$ cat src/rtl/adsr_env_gen.sv
// ADSR envelope generator: attack/decay/sustain/release with live sustain tracking and legato retrigger.
// Optional hold stage between attack and decay is enabled by defining ADSR_HOLD_EN.
module adsr_env_gen #(
  parameter int WIDTH       = 8,
  parameter bit RETRIG_ZERO = 1'b0
) (
  input  logic             clk_i,
  input  logic             rst_ni,
  input  logic             ce_i,
  input  logic             gate_i,
  input  logic [WIDTH-1:0] ai_i,
  input  logic [WIDTH-1:0] di_i,
  input  logic [WIDTH-1:0] s_i,
  input  logic [WIDTH-1:0] ri_i,
  input  logic [WIDTH-1:0] hi_i,
  output logic [WIDTH-1:0] envelope_o,
  output logic [2:0]       state_o,
  output logic             active_o,
  output logic             done_o
);

  // state | meaning
  // IDLE  | silent, waiting for gate
  // ATT   | ramping up by ai towards MAX
  // DEC   | ramping down by di towards s
  // SUS   | following s while gate held
  // REL   | ramping down by ri towards 0
  // HOLD  | parked at MAX for hi+1 ticks (ADSR_HOLD_EN only)
  typedef enum logic [2:0] {
    ST_IDLE = 3'd0,
    ST_ATT  = 3'd1,
    ST_DEC  = 3'd2,
    ST_SUS  = 3'd3,
    ST_REL  = 3'd4,
    ST_HOLD = 3'd5
  } state_e;

  localparam logic [WIDTH-1:0] ENV_MAX   = {WIDTH{1'b1}};
  localparam logic [WIDTH:0]   ENV_MAX_X = {1'b0, ENV_MAX};

  state_e           state_q, state_d;
  logic [WIDTH-1:0] env_q, env_d;
  logic             active_q, done_q, done_d;
  logic [WIDTH:0]   sum_x, diff_x;

`ifdef ADSR_HOLD_EN
  logic [WIDTH-1:0] hold_q, hold_d;
`else
  logic unused_hi;
  assign unused_hi = ^hi_i;
`endif

  // One extra bit keeps overflow/underflow visible before clamping.
  assign sum_x  = {1'b0, env_q} + {1'b0, ai_i};
  assign diff_x = {1'b0, env_q} - {1'b0, di_i};

  always_comb begin
    state_d = state_q;
    env_d   = env_q;
    done_d  = 1'b0;
`ifdef ADSR_HOLD_EN
    hold_d  = hold_q;
`endif
    if (ce_i) begin
      case (state_q)
        ST_IDLE: begin
          if (gate_i) state_d = ST_ATT;
        end
        ST_ATT: begin
          if (!gate_i) begin
            state_d = ST_REL;
          end else if (sum_x >= ENV_MAX_X) begin
            env_d = ENV_MAX;
`ifdef ADSR_HOLD_EN
            state_d = ST_HOLD;
            hold_d  = '0;
`else
            state_d = ST_DEC;
`endif
          end else begin
            env_d = sum_x[WIDTH-1:0];
          end
        end
        ST_DEC: begin
          if (!gate_i) begin
            state_d = ST_REL;
          end else if (diff_x[WIDTH] || (diff_x[WIDTH-1:0] <= s_i)) begin
            env_d   = s_i;
            state_d = ST_SUS;
          end else begin
            env_d = diff_x[WIDTH-1:0];
          end
        end
        ST_SUS: begin
          if (!gate_i) state_d = ST_REL;
          else         env_d   = s_i;
        end
        ST_REL: begin
          if (gate_i) begin
            state_d = ST_ATT;
            if (RETRIG_ZERO) env_d = '0;
          end else if (env_q <= ri_i) begin
            env_d   = '0;
            state_d = ST_IDLE;
            done_d  = 1'b1;
          end else begin
            env_d = env_q - ri_i;
          end
        end
`ifdef ADSR_HOLD_EN
        ST_HOLD: begin
          if (!gate_i)              state_d = ST_REL;
          else if (hold_q >= hi_i)  state_d = ST_DEC;
          else                      hold_d  = hold_q + 1'b1;
        end
`endif
        default: begin
          state_d = ST_IDLE;
          env_d   = '0;
        end
      endcase
    end
  end

  always_ff @(posedge clk_i or negedge rst_ni) begin
    if (!rst_ni) begin
      state_q  <= ST_IDLE;
      env_q    <= '0;
      active_q <= 1'b0;
      done_q   <= 1'b0;
`ifdef ADSR_HOLD_EN
      hold_q   <= '0;
`endif
    end else begin
      state_q  <= state_d;
      env_q    <= env_d;
      active_q <= (state_d != ST_IDLE);
      done_q   <= done_d;
`ifdef ADSR_HOLD_EN
      hold_q   <= hold_d;
`endif
    end
  end

  assign envelope_o = env_q;
  assign state_o    = state_q;
  assign active_o   = active_q;
  assign done_o     = done_q;

endmodule

$ cat config.mk
export PLATFORM = sky130hd
export DESIGN_NAME = adsr_env_gen
export DESIGN_NICKNAME = d
export VERILOG_FILES = /design/src/rtl/adsr_env_gen.sv
export SDC_FILE = /design/constraint.sdc
export NUM_CORES = 1
export LEC_CHECK = 0
export CAP_MARGIN = 15
export CELL_PAD_IN_SITES_DETAIL_PLACEMENT = 0
export CELL_PAD_IN_SITES_GLOBAL_PLACEMENT = 2
export CORE_MARGIN = 3
export CORE_UTILIZATION = 30
export DETAILED_ROUTE_END_ITERATION = 7
export HOLD_SLACK_MARGIN = 0.06
export PLACE_DENSITY_LB_ADDON = 0.1
export SYNTH_ARGS = -nofsm -noshare
export SYNTH_HDL_FRONTEND = slang
export SYNTH_SLANG_ARGS = --single-unit
$ cat constraint.sdc
create_clock -name clk_i -period 9.6 [get_ports clk_i]
set_input_delay 2.88 -clock clk_i [delete_from_list [all_inputs] [get_ports clk_i]]
set_output_delay 2.88 -clock clk_i [all_outputs]
set_load 0.02 [all_outputs]
; Yosys cells after proc, flatten, opt, wreduce, memory -nomap -nowiden
; Cells that the tools add are included.
; Widths: inputs -> output; s select.
[word_totals]
out_inout_bits = 13
register_bits = 13
in_bits = 44
wordCells = 45
[classes]
n_eq_ne = 8
magnitude_cmp = 3
n_bitwise = 1
n_addsub = 3
muxes = 22
n_reduce_logical = 4
[ops]
columns = operator, count
row1 = $mux 8, 7
row2 = $pmux 8 s5, 1
row3 = $mux 3, 9
row4 = $le 8x8->1, 2
row5 = $pmux 3 s5, 1
row6 = $add 8x8->9, 1
row7 = $ge 9x8->1 const B, 1
row8 = $sub 8x8->9, 1
row9 = $ne 2x2->1 const B, 4
row10 = $sub 8x8->8, 1
row11 = $eq 3x2->1 const B, 2
row12 = $reduce_and 6->1, 1
row13 = $mux 1, 4
row14 = $eq 3x1->1 const B, 1
row15 = $eq 3x3->1 const B, 1
row16 = $logic_not 3->1, 1
row17 = $reduce_bool 3->1, 1
row18 = $logic_or 1x1->1, 1
row19 = $not 1->1, 1

; Depth between registers and ports, before layout
[logic_depth]
depth_word = 8
mapped_depth = 16

; Least setup slack after synthesis
; No wires, ideal clock.
[synth_path]
kind = input -> register
from = input port di_i[1]
to = register active_q, in the netlist active_o
required_ps = 9461
slack_ps = 3899
stages = 15
arrival_time_ps = 5562
setup_time_ps = 139
path_cell_list = inv_1 > ha_1 > nor2b_1 > o2111a_1 > o31ai_1 > a21oi_1 > xor2_1 > ha_1 > nand2_1 > o21ai_0 > o211ai_1 > o21ba_2 > nor2_1 > o22ai_1 > or4b_1
[synth_between]
elab_chain_cells = 8
[synth_rtl]
columns = item, line
row1 = start: declaration, 12  ; input logic [WIDTH-1:0] di_i,
row2 = $sub 8x8->9 (*), 55  ; assign diff_x = {1'b0, env_q} - {1'b0, di_i};
row3 = $le 8x8->1, 87  ; end else if (diff_x[WIDTH] || (diff_x[WIDTH-1:0] <= s_i)) begin
row4 = $logic_or 1x1->1 (*), 87
row5 = $mux 3 (*), 87
row6 = $mux 3 (*), 85  ; if (!gate_i) begin
row7 = $pmux 3 s5 (*), 65  ; case (state_q)
row8 = $mux 3 (*), 64  ; if (ce_i) begin
row9 = $reduce_bool 3->1 (*), 137  ; active_q <= (state_d != ST_IDLE);
row10 = end signal: assignment, 137
row11 = end: declaration, 43  ; logic active_q, done_q, done_d;
; Every way passes the cells marked *; elsewhere a longest branch is shown, timed or not.
; A chain may end at the register's enable or synchronous reset.

; Final worst setup path
[layout_path]
from = input port di_i[2]
to = register env_q[3], in the netlist envelope_o[3]
[layout_between]
elab_chain_cells = 6
[layout_rtl]
columns = item, line
row1 = $sub 8x8->9 (*), 55
row2 = $le 8x8->1, 87
row3 = $logic_or 1x1->1, 87
row4 = $mux 8 (*), 87
row5 = $mux 8 (*), 85
row6 = $pmux 8 s5 (*), 65
row7 = end signal: assignment, 136  ; env_q <= env_d;
row8 = end: declaration, 42  ; logic [WIDTH-1:0] env_q, env_d;
; Every way passes the cells marked *; elsewhere a longest branch is shown, timed or not. The select of a mux whose other input is x is not followed.

==> results by group <==
Floorplan
  • Chip Width: 90.3 um
  • I/O pin cnt: 57
  • Core ar.: between 0.006 and 0.007 sq mm
  • Initial cell density of the core: 0.312
  • Die height: 90.3 um
  • Die Area: 0.00815 sq mm
  • Cell Rows: 30

STA
  • Clock skew: 5.26 ps
  • RSZ-0062 raised after global routing: no
  • Relative slew slack: 0.499
  • Maximum clock frequency: approximately 0.16 GHz
  • Fin. Hold Viols: 0
  • Tmin final: 6400 ps
  • Worst Max-Slew Pin Slew: 748 ps
  • Pins over their slew limit: 0
  • Final hold slack: between 500 and 600 ps
  • Final setup viols: 0
  • Sum of negative setup slack: 0 ps
  • Tcrit/Tclk final: 0.666

Synthesis
  • Top FF cell, synth: dfrtp_1
  • Cell taking the most area after synthesis: ha_1
  • Post-synthesis sequential area ratio: 0.153
  • Yosys top cell area share: 0.188
  • Fraction of registers with async set/reset: 1.00
  • Cell area after synthesis: 0.00213 sq mm
  • Mean area per synthesized cell: 7.80 sq um
  • Yosys warnings: 0
  • Synth area leaders: ha_1 19%, dfrtp_1 15%, inv_1 6.3%, a21oi_1 4.9%, nand2_1 4.2%
  • Syn Nets: 352
  • Synth Register Bits: 13
  • Distinct cells, synth: 55
  • Post-synth EDFFs: 0
  • Synthesized instance count: 273

Critical path
  • CP required: 9780 ps
  • Worst reg2reg path endpoint: envelope_o[3]
  • WS Path Type: in2reg
  • WP data arrival: 6570 ps
  • Worst R2R Setup Slack: 5830 ps
  • Reg2Reg Depth: 16
  • Critical Path Source: di_i[2]
  • Critical Path Fanout Max: 6
  • Worst Setup EP: envelope_o[3]
  • CP Launch Type: input pin
  • Worst R2R Start: envelope_o[0]
  • Crit. End Element: flip-flop

Clocking
  • Root buffer cell: clkbuf_8
  • CTS buffer count: 3
  • Reg clk slew, reported paths: 60 ps
  • # Post-CTS Setup Buffers: 0
  • CTS Sinks: 13
  • Post_cts resized: 0
  • Hold_buf cts: 0
  • H-tree lvl count: 1
  • Clk_lat worst skew: 240 ps
  • CTS tree: done
  • Clk buf depth: 2

Global routing
  • GRT busiest layer: met2
  • Initial antenna violation count: 0
  • Met1 Resource Use GR: 0.207
  • Total Routing Usage GR: 0.152
  • Grt ovf: 0
  • GRT met2 Usage: 0.259
  • M3 GR Usage: 0.0150
  • Vias in the first global route: around 2100
  • Largest net degree at the start of global routing: 14
  • First-pass GRT wire length: roughly 10000 um

Placed design
  • IO buf count: 48
  • Final HPWL DP: between 5000 and 6000 um
  • Placed Area: 0.00271 sq mm
  • GPL Wtd Cong: approximately 0.8

Drt
  • # DRC: 0
  • WL final: 6060 um
  • Routed length per placed instance: 14.6 um
  • DR pass1 iterations: 4
  • DR vias/cell: 4.99
  • Drt first-iter violations: 77
  • Total number of vias: 2071
  • Routed Antenna Nets: 0

Layout
  • Share of cells above drive strength 1: 0.0470
  • Diodes inserted: 0
  • # nets final: 399
  • Area delta synth->final: 29.3%
  • Fin area: 0.00275 sq mm

Power
  • LEAKAGE: 1.28 nW
  • Worst IR Drop VDD: 0.0997 mV
  • Pwr dens: roughly 240 mW/mm^2

Status
  • Outcome: complete, no violations

Run
  • Max_cap viols: 0

Hold path
  • Hold WC Path Type: reg2reg
-- cells in the final DEF, fill, tap and decap left out, types with 8 or more instances in the layout --
master / synthesis / routed
clkdlybuf4s50_1: 0 / 48
inv_1: 36 / 36
ha_1: 32 / 32
nand2_1: 24 / 24
a21oi_1: 21 / 21
nor2_1: 16 / 16
dfrtp_1: 13 / 13
o21ai_0: 12 / 12
xnor2_1: 8 / 8
-- sequential cells by signal, summed over array words and instances, names as in the netlist --
signal / cells
envelope_o: 8
state_o: 3
active_o: 1
done_o: 1
-- synth_stat cells (5+ instances only) --
| cell type | count |
|---|---|
| a31oi_1 | 5 |
| a211o_1 | 6 |
| a21oi_1 | 21 |
| nand4_1 | 5 |
| nand2_1 | 24 |
| o31ai_1 | 6 |
| nor2_1 | 16 |
| xnor2_1 | 8 |
| dfrtp_1 | 13 |
| o21a_1 | 6 |
| inv_1 | 36 |
| nor3_1 | 5 |
| o21ai_0 | 12 |
| o211ai_1 | 5 |
| nor2b_1 | 5 |
| ha_1 | 32 |
| nand2b_1 | 6 |
-- worst max-delay path: stages --
cell and delay [ps]:
clkdlybuf4s50_1 450, inv_1 40, ha_1 340, nor2b_1 160, o31ai_1 390, nand2b_1 100
a21oi_1 180, xnor2_1 190, ha_1 300, nand4_1 110, or2_2 120, o211ai_1 160
nor3_1 660, a32oi_1 160, a31oi_1 220, a211o_1 120
-- how the worst min path moves through the flow --
| stage | endpoint | depth (start not counted) | startpoint |
|---|---|---|---|
| 6_report | envelope_o[0] | 1 | envelope_o[0] |
| 5_1_grt | envelope_o[0] | 1 | envelope_o[0] |
| 4_1_cts | envelope_o[0] | 1 | envelope_o[0] |
| 3_5_place_dp | envelope_o[0] | 1 | envelope_o[0] |
| 3_3_place_gp | envelope_o[0] | 1 | envelope_o[0] |
| 2_1_floorplan | envelope_o[6] | 2 | envelope_o[6] |
-- power breakdown --
part	switching (mW)	total, mW	internal, mW	leakage [nW]
sequential	0.0388	0.113	0.0744	0.174
combinational	0.279	0.509	0.230	1.09
clock	0.0209	0.0502	0.0293	0.0228
total	0.339	0.673	0.333	1.28
-- layout make-up --
| class | count | area [sq um] |
|---|---|---|
| Fill cell | 751 | 4080 |
| Inverter | 36 | 135 |
| Tap cell | 96 | 120 |
| Timing Repair Buffer | 48 | 480 |
| Multi-Input combinational cell | 218 | 1650 |
| Sequential cell | 13 | 325 |
| Clock buffer | 4 | 45.0 |
-- per-layer routing --
layer	part of all wire	wire length, um	vias up
met5	0	0	-
met4	0.0069	42	0
met3	0.024	145	2
met2	0.47	2830	29
met1	0.50	3050	945
li1	-	-	1095
-- cells by family (layout without fill, tap and decap cells) --
family / Yosys count / in the layout / share of synthesized area
buffers and inverters: 42 / 88 / 0.0740
flip-flops: 13 / 13 / 0.153
multiplexers: 3 / 3 / 0.0153
AND/OR/NAND/NOR: 78 / 78 / 0.187
XOR/XNOR: 12 / 12 / 0.0494
AO/OA/AOI/OAI: 90 / 90 / 0.306
adder cells (fa/ha/maj): 35 / 35 / 0.216
-- stage by stage --
| stage | util | instances | power, mW | setup slack [ps] |
|---|---|---|---|---|
| floorplan | - | 273 | 0.472 | 3900 |
| global placement | 0.396 | 411 | 0.628 | 2900 |
| detailed placement | 0.396 | 411 | 0.626 | 2910 |
| CTS | 0.403 | 415 | 0.681 | 3170 |
| global route | 0.403 | 415 | 0.748 | 2820 |
| finish | 0.403 | 415 | 0.673 | 3200 |
Power figures use the tool's default switching activity.
